--- src/rtl/hyperbus_arbiter.sv ---
// Round-robin arbiter sharing one HyperBus controller between NPORTS request/hold-until-done ports.
// Latency: grant one cycle after a pending request is seen idle; done pulses one cycle after busy falls.
// Backpressure: waiting ports hold their requests until granted; no preemption; timeout/ctl error is terminal.
module hyperbus_arbiter #(
    parameter int NPORTS  = 2,
    parameter int WIDTH   = 8,
    parameter int TIMEOUT = 15
) (
    input  logic                      clk,
    input  logic                      rstn,
    input  logic [NPORTS*32-1:0]      req_adr_i,
    input  logic [NPORTS*2*WIDTH-1:0] req_dat_i,
    input  logic [NPORTS-1:0]         req_reg_space_i,
    input  logic [NPORTS-1:0]         req_rrq_i,
    input  logic [NPORTS-1:0]         req_wrq_i,
    output logic [2*WIDTH-1:0]        req_dat_o,
    output logic [NPORTS-1:0]         req_valid_o,
    output logic [NPORTS-1:0]         req_ready_o,
    output logic [NPORTS-1:0]         req_done_o,
    output logic [NPORTS-1:0]         grant_o,
    output logic                      error_o,
    output logic [31:0]               ctl_adr_o,
    output logic [2*WIDTH-1:0]        ctl_dat_o,
    output logic                      ctl_reg_space_o,
    output logic                      ctl_rrq_o,
    output logic                      ctl_wrq_o,
    input  logic [2*WIDTH-1:0]        ctl_dat_i,
    input  logic                      ctl_valid_i,
    input  logic                      ctl_ready_i,
    input  logic                      ctl_busy_i,
    input  logic                      ctl_error_i
);

    localparam int PW = (NPORTS > 1) ? $clog2(NPORTS) : 1;
    localparam int CW = $clog2(TIMEOUT + 1);

    typedef enum logic [2:0] {IDLE, ISSUE, ACTIVE, DONE, ERROR} state_t;

    state_t            state, state_nxt;
    logic [PW-1:0]     gidx, gidx_nxt;
    logic [PW-1:0]     last, last_nxt;
    logic [CW-1:0]     cnt, cnt_nxt;
    logic [NPORTS-1:0] pending;
    logic [NPORTS-1:0] gmask;
    logic [PW-1:0]     sel;
    logic [PW-1:0]     win;
    logic              found;
    logic              hold;
    logic              g_rrq;
    logic              g_wrq;
    int                idx;

    assign pending = req_rrq_i | req_wrq_i;
    assign gmask   = {{(NPORTS-1){1'b0}}, 1'b1} << gidx;
    assign hold    = (state == ISSUE) || (state == ACTIVE);
    assign g_rrq   = req_rrq_i[gidx];
    assign g_wrq   = req_wrq_i[gidx];
    assign sel     = hold ? gidx : '0;

    // First pending port after the previous winner, wrapping around.
    always_comb begin
        found = 1'b0;
        win   = '0;
        idx   = 0;
        for (int i = 1; i <= NPORTS; i++) begin
            idx = (int'(last) + i) % NPORTS;
            if (!found && pending[PW'(idx)]) begin
                found = 1'b1;
                win   = PW'(idx);
            end
        end
    end

    always_comb begin
        state_nxt = state;
        gidx_nxt  = gidx;
        last_nxt  = last;
        cnt_nxt   = cnt;
        if (ctl_error_i) begin
            state_nxt = ERROR;
        end else begin
            case (state)
                IDLE: begin
                    cnt_nxt = '0;
                    if (found && !ctl_busy_i) begin
                        gidx_nxt  = win;
                        last_nxt  = win;
                        state_nxt = ISSUE;
                    end
                end
                ISSUE: begin
                    cnt_nxt = cnt + 1'b1;
                    if (ctl_busy_i)
                        state_nxt = ACTIVE;
                    else if (!g_rrq && !g_wrq)
                        state_nxt = IDLE;
                    else if (cnt_nxt == CW'(TIMEOUT))
                        state_nxt = ERROR;
                end
                ACTIVE:  if (!ctl_busy_i) state_nxt = DONE;
                DONE:    state_nxt = IDLE;
                ERROR:   state_nxt = ERROR;
                default: state_nxt = IDLE;
            endcase
        end
    end

    always_ff @(posedge clk or negedge rstn) begin
        if (!rstn) begin
            state <= IDLE;
            gidx  <= '0;
            last  <= PW'(NPORTS - 1);
            cnt   <= '0;
        end else begin
            state <= state_nxt;
            gidx  <= gidx_nxt;
            last  <= last_nxt;
            cnt   <= cnt_nxt;
        end
    end

    // A read wins when the owner raises both requests.
    assign ctl_rrq_o   = hold && g_rrq;
    assign ctl_wrq_o   = hold && g_wrq && !g_rrq;
    assign grant_o     = hold ? gmask : '0;
    assign req_done_o  = (state == DONE) ? gmask : '0;
    assign req_valid_o = ((state == ACTIVE) && ctl_valid_i) ? gmask : '0;
    assign req_ready_o = ((state == ACTIVE) && ctl_ready_i) ? gmask : '0;
    assign error_o     = (state == ERROR);
    assign req_dat_o   = ctl_dat_i;

    always_comb begin
        ctl_adr_o       = req_adr_i[31:0];
        ctl_dat_o       = req_dat_i[2*WIDTH-1:0];
        ctl_reg_space_o = req_reg_space_i[0];
        for (int p = 0; p < NPORTS; p++) begin
            if (sel == PW'(p)) begin
                ctl_adr_o       = req_adr_i[p*32 +: 32];
                ctl_dat_o       = req_dat_i[p*2*WIDTH +: 2*WIDTH];
                ctl_reg_space_o = req_reg_space_i[p];
            end
        end
    end

endmodule
--- config.mk ---
export PLATFORM = sky130hd
export DESIGN_NAME = hyperbus_arbiter
export DESIGN_NICKNAME = d
export VERILOG_FILES = /design/src/rtl/hyperbus_arbiter.sv
export SDC_FILE = /design/constraint.sdc
export NUM_CORES = 1
export LEC_CHECK = 0
export ABC_AREA = 0
export CAP_MARGIN = 5
export CORE_AREA = 2 2 78 80
export CTS_CLUSTER_DIAMETER = 60
export DETAILED_ROUTE_END_ITERATION = 10
export DIE_AREA = 0 0 80 82
export PLACE_DENSITY = 0.82
export SLEW_MARGIN = 20
export SYNTH_ARGS = -nofsm -noshare
export SYNTH_HDL_FRONTEND = slang
export SYNTH_SLANG_ARGS = --single-unit
export TNS_END_PERCENT = 1
--- constraint.sdc ---
create_clock -name clk -period 2.3 [get_ports clk]
set_clock_uncertainty 0.05 [all_clocks]
set_input_delay 0.23 -clock clk [delete_from_list [all_inputs] [get_ports clk]]
set_output_delay 0.23 -clock clk [all_outputs]
set_load 0.02 [all_outputs]
# Word-level counts from Yosys, hierarchy flattened
# Cells that the tools add are included.
[op_classes] order_cmp=3 add_sub_neg=3 n_mux=28 n_shift=1 eq_ne=8 n_bitwise=2 n_reduce_logical=18
[op_table] operator="two-way mux 32 bit" n=1
[op_table] operator="two-way mux 3 bit" n=6
[op_table] operator="two-way mux 16 bit" n=1
[op_table] operator="two-way mux 1 bit" n=14
[op_table] operator="case mux 3 bit (4 select lines)" n=1
[op_table] operator="logical AND 1 bit" n=8
[op_table] operator="two-way mux 2 bit" n=4
[op_table] operator="case mux 4 bit (2 select lines)" n=1
[op_table] operator="== test 3 x 2 -> 1 bit (second input constant)" n=2
[op_table] operator="< comparator 1 x 3 -> 1 bit (second input constant)" n=2
[op_table] operator="inequality test 3 bit (second input constant)" n=2
[op_table] operator="AND reduction 3 bit" n=2
[op_table] operator="inequality test 5 x 3 -> 1 bit (second input constant)" n=1
[op_table] operator="adder 4 x 1 -> 4 bit (second input constant)" n=1
[op_table] operator="== test 4 bit (second input constant)" n=1
[op_table] operator="logical NOT 1 bit" n=4
[op_table] operator="== test 3 x 1 -> 1 bit (second input constant)" n=1
[op_table] operator="== test 3 bit (second input constant)" n=1
[op_table] operator="logical NOT 3 bit" n=1
[op_table] operator="adder 1 bit (second input constant)" n=2
[op_table] operator="< comparator 1 x 2 -> 1 bit (second input constant)" n=1
[op_table] operator="AND reduction 2 bit" n=1
[op_table] operator="nonzero test 2 bit" n=1
[op_table] operator="<< shifter 1 x 1 -> 2 bit (first input constant)" n=1
[op_table] operator="3 further kinds" n=3
[word_totals] in_bits=124 register_bits=9 elab_cells=67

# Logic depth before layout (Yosys ltp)
[logic_depth] ltp_word=12 depth_mapped=6 ltp_nobuf=5

# Worst setup path after synthesis
# No wires, ideal clock.
[synth_path] path_kind="flip-flop to output port" from="reg state[1]" to="out ctl_adr_o[30]" slack_ns=0.335 t_arrival_ns=1.685 required_ns=2.020 path_stages_with_launch=6 path_cell_list="dfrtp_1 -> nand2b_1 -> a21o_2 -> nor2_1 -> buf_2 -> mux2_1"
[synth_between] elab_chain_cells=4 elab_cells_between_ends=5 classes_between="eq/ne: 2; mux: 2; reduce/logical: 1"
[synth_rtl] element="start, declared" line_no="39" text="state_t state, state_nxt;"
[synth_rtl] element="start signal, assigned" line_no="115" text="state <= state_nxt;"
[synth_rtl] element="== test 3 x 1 -> 1 bit or == test 3 x 2 -> 1 bit (tied branches)" line_no="55" text="assign hold = (state == ISSUE) || (state == ACTIVE);"
[synth_rtl] element="logical OR 1 bit *" line_no="55"
[synth_rtl] element="two-way mux 1 bit *" line_no="58" text="assign sel = hold ? gidx : '0;"
[synth_rtl] element="two-way mux 32 bit *" line_no="137" text="if (sel == PW'(p)) begin"
[synth_rtl] element="end, declared" line_no="22" text="output logic [31:0] ctl_adr_o,"
# Mark *: on every way between the ends. The rest lies on a longest branch, timed or not.

# Final worst setup path
[layout_path] from="reg state[1]" to="out ctl_adr_o[13]"
# Same word-level chain as after synthesis.

==> results.yml <==
clock_tree:
  cts_tree: "built"
  cts_buffer_depth: 2
  numCtsBuffers: 3
  clk_pin_slew_worst_paths_ps: 40
  htreeDepth: 1
  cts_sinks: 9
  cts_root_buf: "clkbuf_8"
  clk_latency_ps: 230
sta:
  fin_ws_ps: 1.575
  period_share: 0.9993
  slew_headroom: 0.7052
  slew_viol_final: 0
  tightestPinTransition_ps: 440.8
  rsz0062_at_grt: "yes"
  fin_setup_tns_ps: 0
  timing.hold.ws_ps: 259.7
  setup_violations: 0
  finalCriticalPeriod_ps: 2298
  max_freq_mhz: 435.1
  hold_viol: 0
yosys:
  yosys_warnings: 0
  ys_seq_area_frac: 0.1692
  synth.largest_area_cell: "mux2_2"
  synth_edf_count: 0
  syn-instance-count: 141
  synth_top_area_frac: 0.3869
  syn_area_per_cell_um2: 9.495
  synth_ff_type: "dfrtp_1"
  syn_area_um2: 1339
  synth_cell_types: 37
  ys_ff_latch: 9
  syn_nets: 267
  async_reset_ff_frac: 1.000
  yosys-top-cells-area: "mux2_2, dfrtp_1, buf_4, mux2_1, nand2b_1"
final_layout:
  drive_gt1_frac: 0.4040
  post-route-util: 0.4991
  layout_common_cells: "clkdlybuf4s50_1, buf_2, mux2_2"
  area_growth_pct: 114.2
  n_fill_cell: 555
  diodes: 0
  multi_input_area_um2: 940.9
  seq_area_um2: 226.5
  layout_commonest_cell: "clkdlybuf4s50_1"
  nNetsFinal: 424
detailed_routing:
  dr.pass1.iters: 4
  avgRoutedWirePerCell_um: 16.84
  wl_met2_um: 3436
  top_layer: "met4"
  met1_length_um: 2224
  drt_iter0_drc: 29
  drc: 0
  via_per_inst: 4.484
  ant_nets: 0
  wl_met3_um: 570
  dr_total_vias: 1668
  routed_wl_um: 6266
power:
  p_sw_w: 0.0002242
  vdd_drop_max_uv: 137.0
  p_comb_frac: 0.515
  clkPwrFrac: 0.241
  p_seq_frac: 0.244
  switching_share: 0.2946
  power.leakage_nw: 1.175
  p_per_area_nw_per_um2: 265.3
  intPower_w: 0.0005367
global_route:
  antenna_found_initial: 0
  grt_use_total: 0.1691
  grt_pass1_wl_um: 8342
  grt_max_degree: 21
  grt_pass1_vias: 1585
  gr-total-overflow: 0
placed_design:
  pre_cts_ws_ps: -69.51
  hpwl_um: 5304
  place_congestion: 0.8409
  port-buffer-count: 167
worst_setup_path:
  cp_max_fo: 20
  endpoint_kind: "output port"
  crit_family: "buffers and inverters"
  path_cells: "nand2b_1, a21o_2, nor2_4, buf_6, buf_16, mux2_2, buf_2"
  worstSetupStartpointType: "register"
  worst_path_largest_cell_delay_ps: 390
  cp.arrival_ps: 2020
  critical_path_buf_inv_count: 3
  slowest_stage: "dfrtp_1"
  worstSetupPathType: "register to output port"
  worstPathRequired_ps: 2020
floorplanning:
  ioPinCount: 200
  start_util: 0.2330
  die_area_um2: 6560
  die_y_um: 82
  design.core.area_um2: 5746
  row_count: 28
  die_width_um: 80
hold_path:
  hp-class: "input pin to asynchronous set/reset pin"
outcome:
  outcome: "finished clean"
job:
  max-cap-violations: 0
-- power groups by stage --
| stage | clock (W) | combinational [W] | sequential, W |
|---|---|---|---|
| floorplan | 0 | 0.000182 | 0.000185 |
| CTS | 0.000193 | 0.000397 | 0.000185 |
| global route | 0.000200 | 0.000419 | 0.000188 |
| global placement | 0 | 0.000432 | 0.000186 |
| finish | 0.000183 | 0.000392 | 0.000186 |
| detailed placement | 0 | 0.000439 | 0.000188 |
-- layer usage --
layer  vias to the layer above  track usage
li1                        809            -
met1                       757       0.1816
met2                        98       0.3200
met3                         4      0.05165
met4                         0      0.04576
met5                         -            0
-- path summary, 6_finish.rpt --
kind	cells after the start	end	slack [ps]	from
worst max-delay path	7	ctl_adr_o[13]	2	state[1]
worst min-delay path	1	cnt[3]	260	rstn
worst max register to register	5	gidx	460	state[2]
worst min register to register	1	last	470	last
max in group asynchronous	1	last	1610	rstn
min in group clk	0	req_dat_o[13]	410	ctl_dat_i[13]
-- cell families after synthesis --
| kind of cell | count (synthesis) | share of synthesized area |
|---|---|---|
| muxes | 50 | 0.4196 |
| xor gates and xnor gates | 2 | 0.01870 |
| AOI/OAI and AO/OA | 14 | 0.07945 |
| DFF | 9 | 0.1692 |
| adders and majority gates | 2 | 0.01869 |
| and+or+nand+nor | 35 | 0.1570 |
| buffers and inverters | 29 | 0.1374 |
-- cell usage after synthesis, drive strengths merged, types with 2 or more instances --
cell     n
mux2    49
buf     23
dfrtp    8
nand2    6
nor2     6
nand2b   5
and3     4
inv      4
o21ai    4
or4      3
a21o     2
a22o     2
clkbuf   2
ha       2
nor3     2
nor3b    2
o32ai    2
or3      2
-- flip-flops by register name, indices dropped and copies added (netlist names) --
name   count
cnt        4
gidx       1
last       1
state      3
-- per-stage QoR --
stage	cell area, um2	total power, W	std cells
CTS	2856	0.0007761	371
finish	2868	0.0007608	372
floorplan	1339	0.0003669	141
global placement	3015	0.0006188	366
global route	2868	0.0008079	372
detailed placement	3015	0.0006263	366
-- timing repair --
action                     in CTS  in global routing
pin swaps                       0                  2
setup endpoints to repair      50                 25
gates cloned                    1                  0
setup buffers                   0                  1
hold buffers                    0                  0
gates resized for setup       196                  3
-- layout make-up --
cell class                      count  share of cell area
Tap cell                           75             0.03272
Timing Repair Buffer              177              0.5393
Clock buffer                        4             0.01571
Multi-Input combinational cell    103              0.3281
Inverter                            4            0.005236
Sequential cell                     9             0.07897
(Power assumes the default switching activity.)
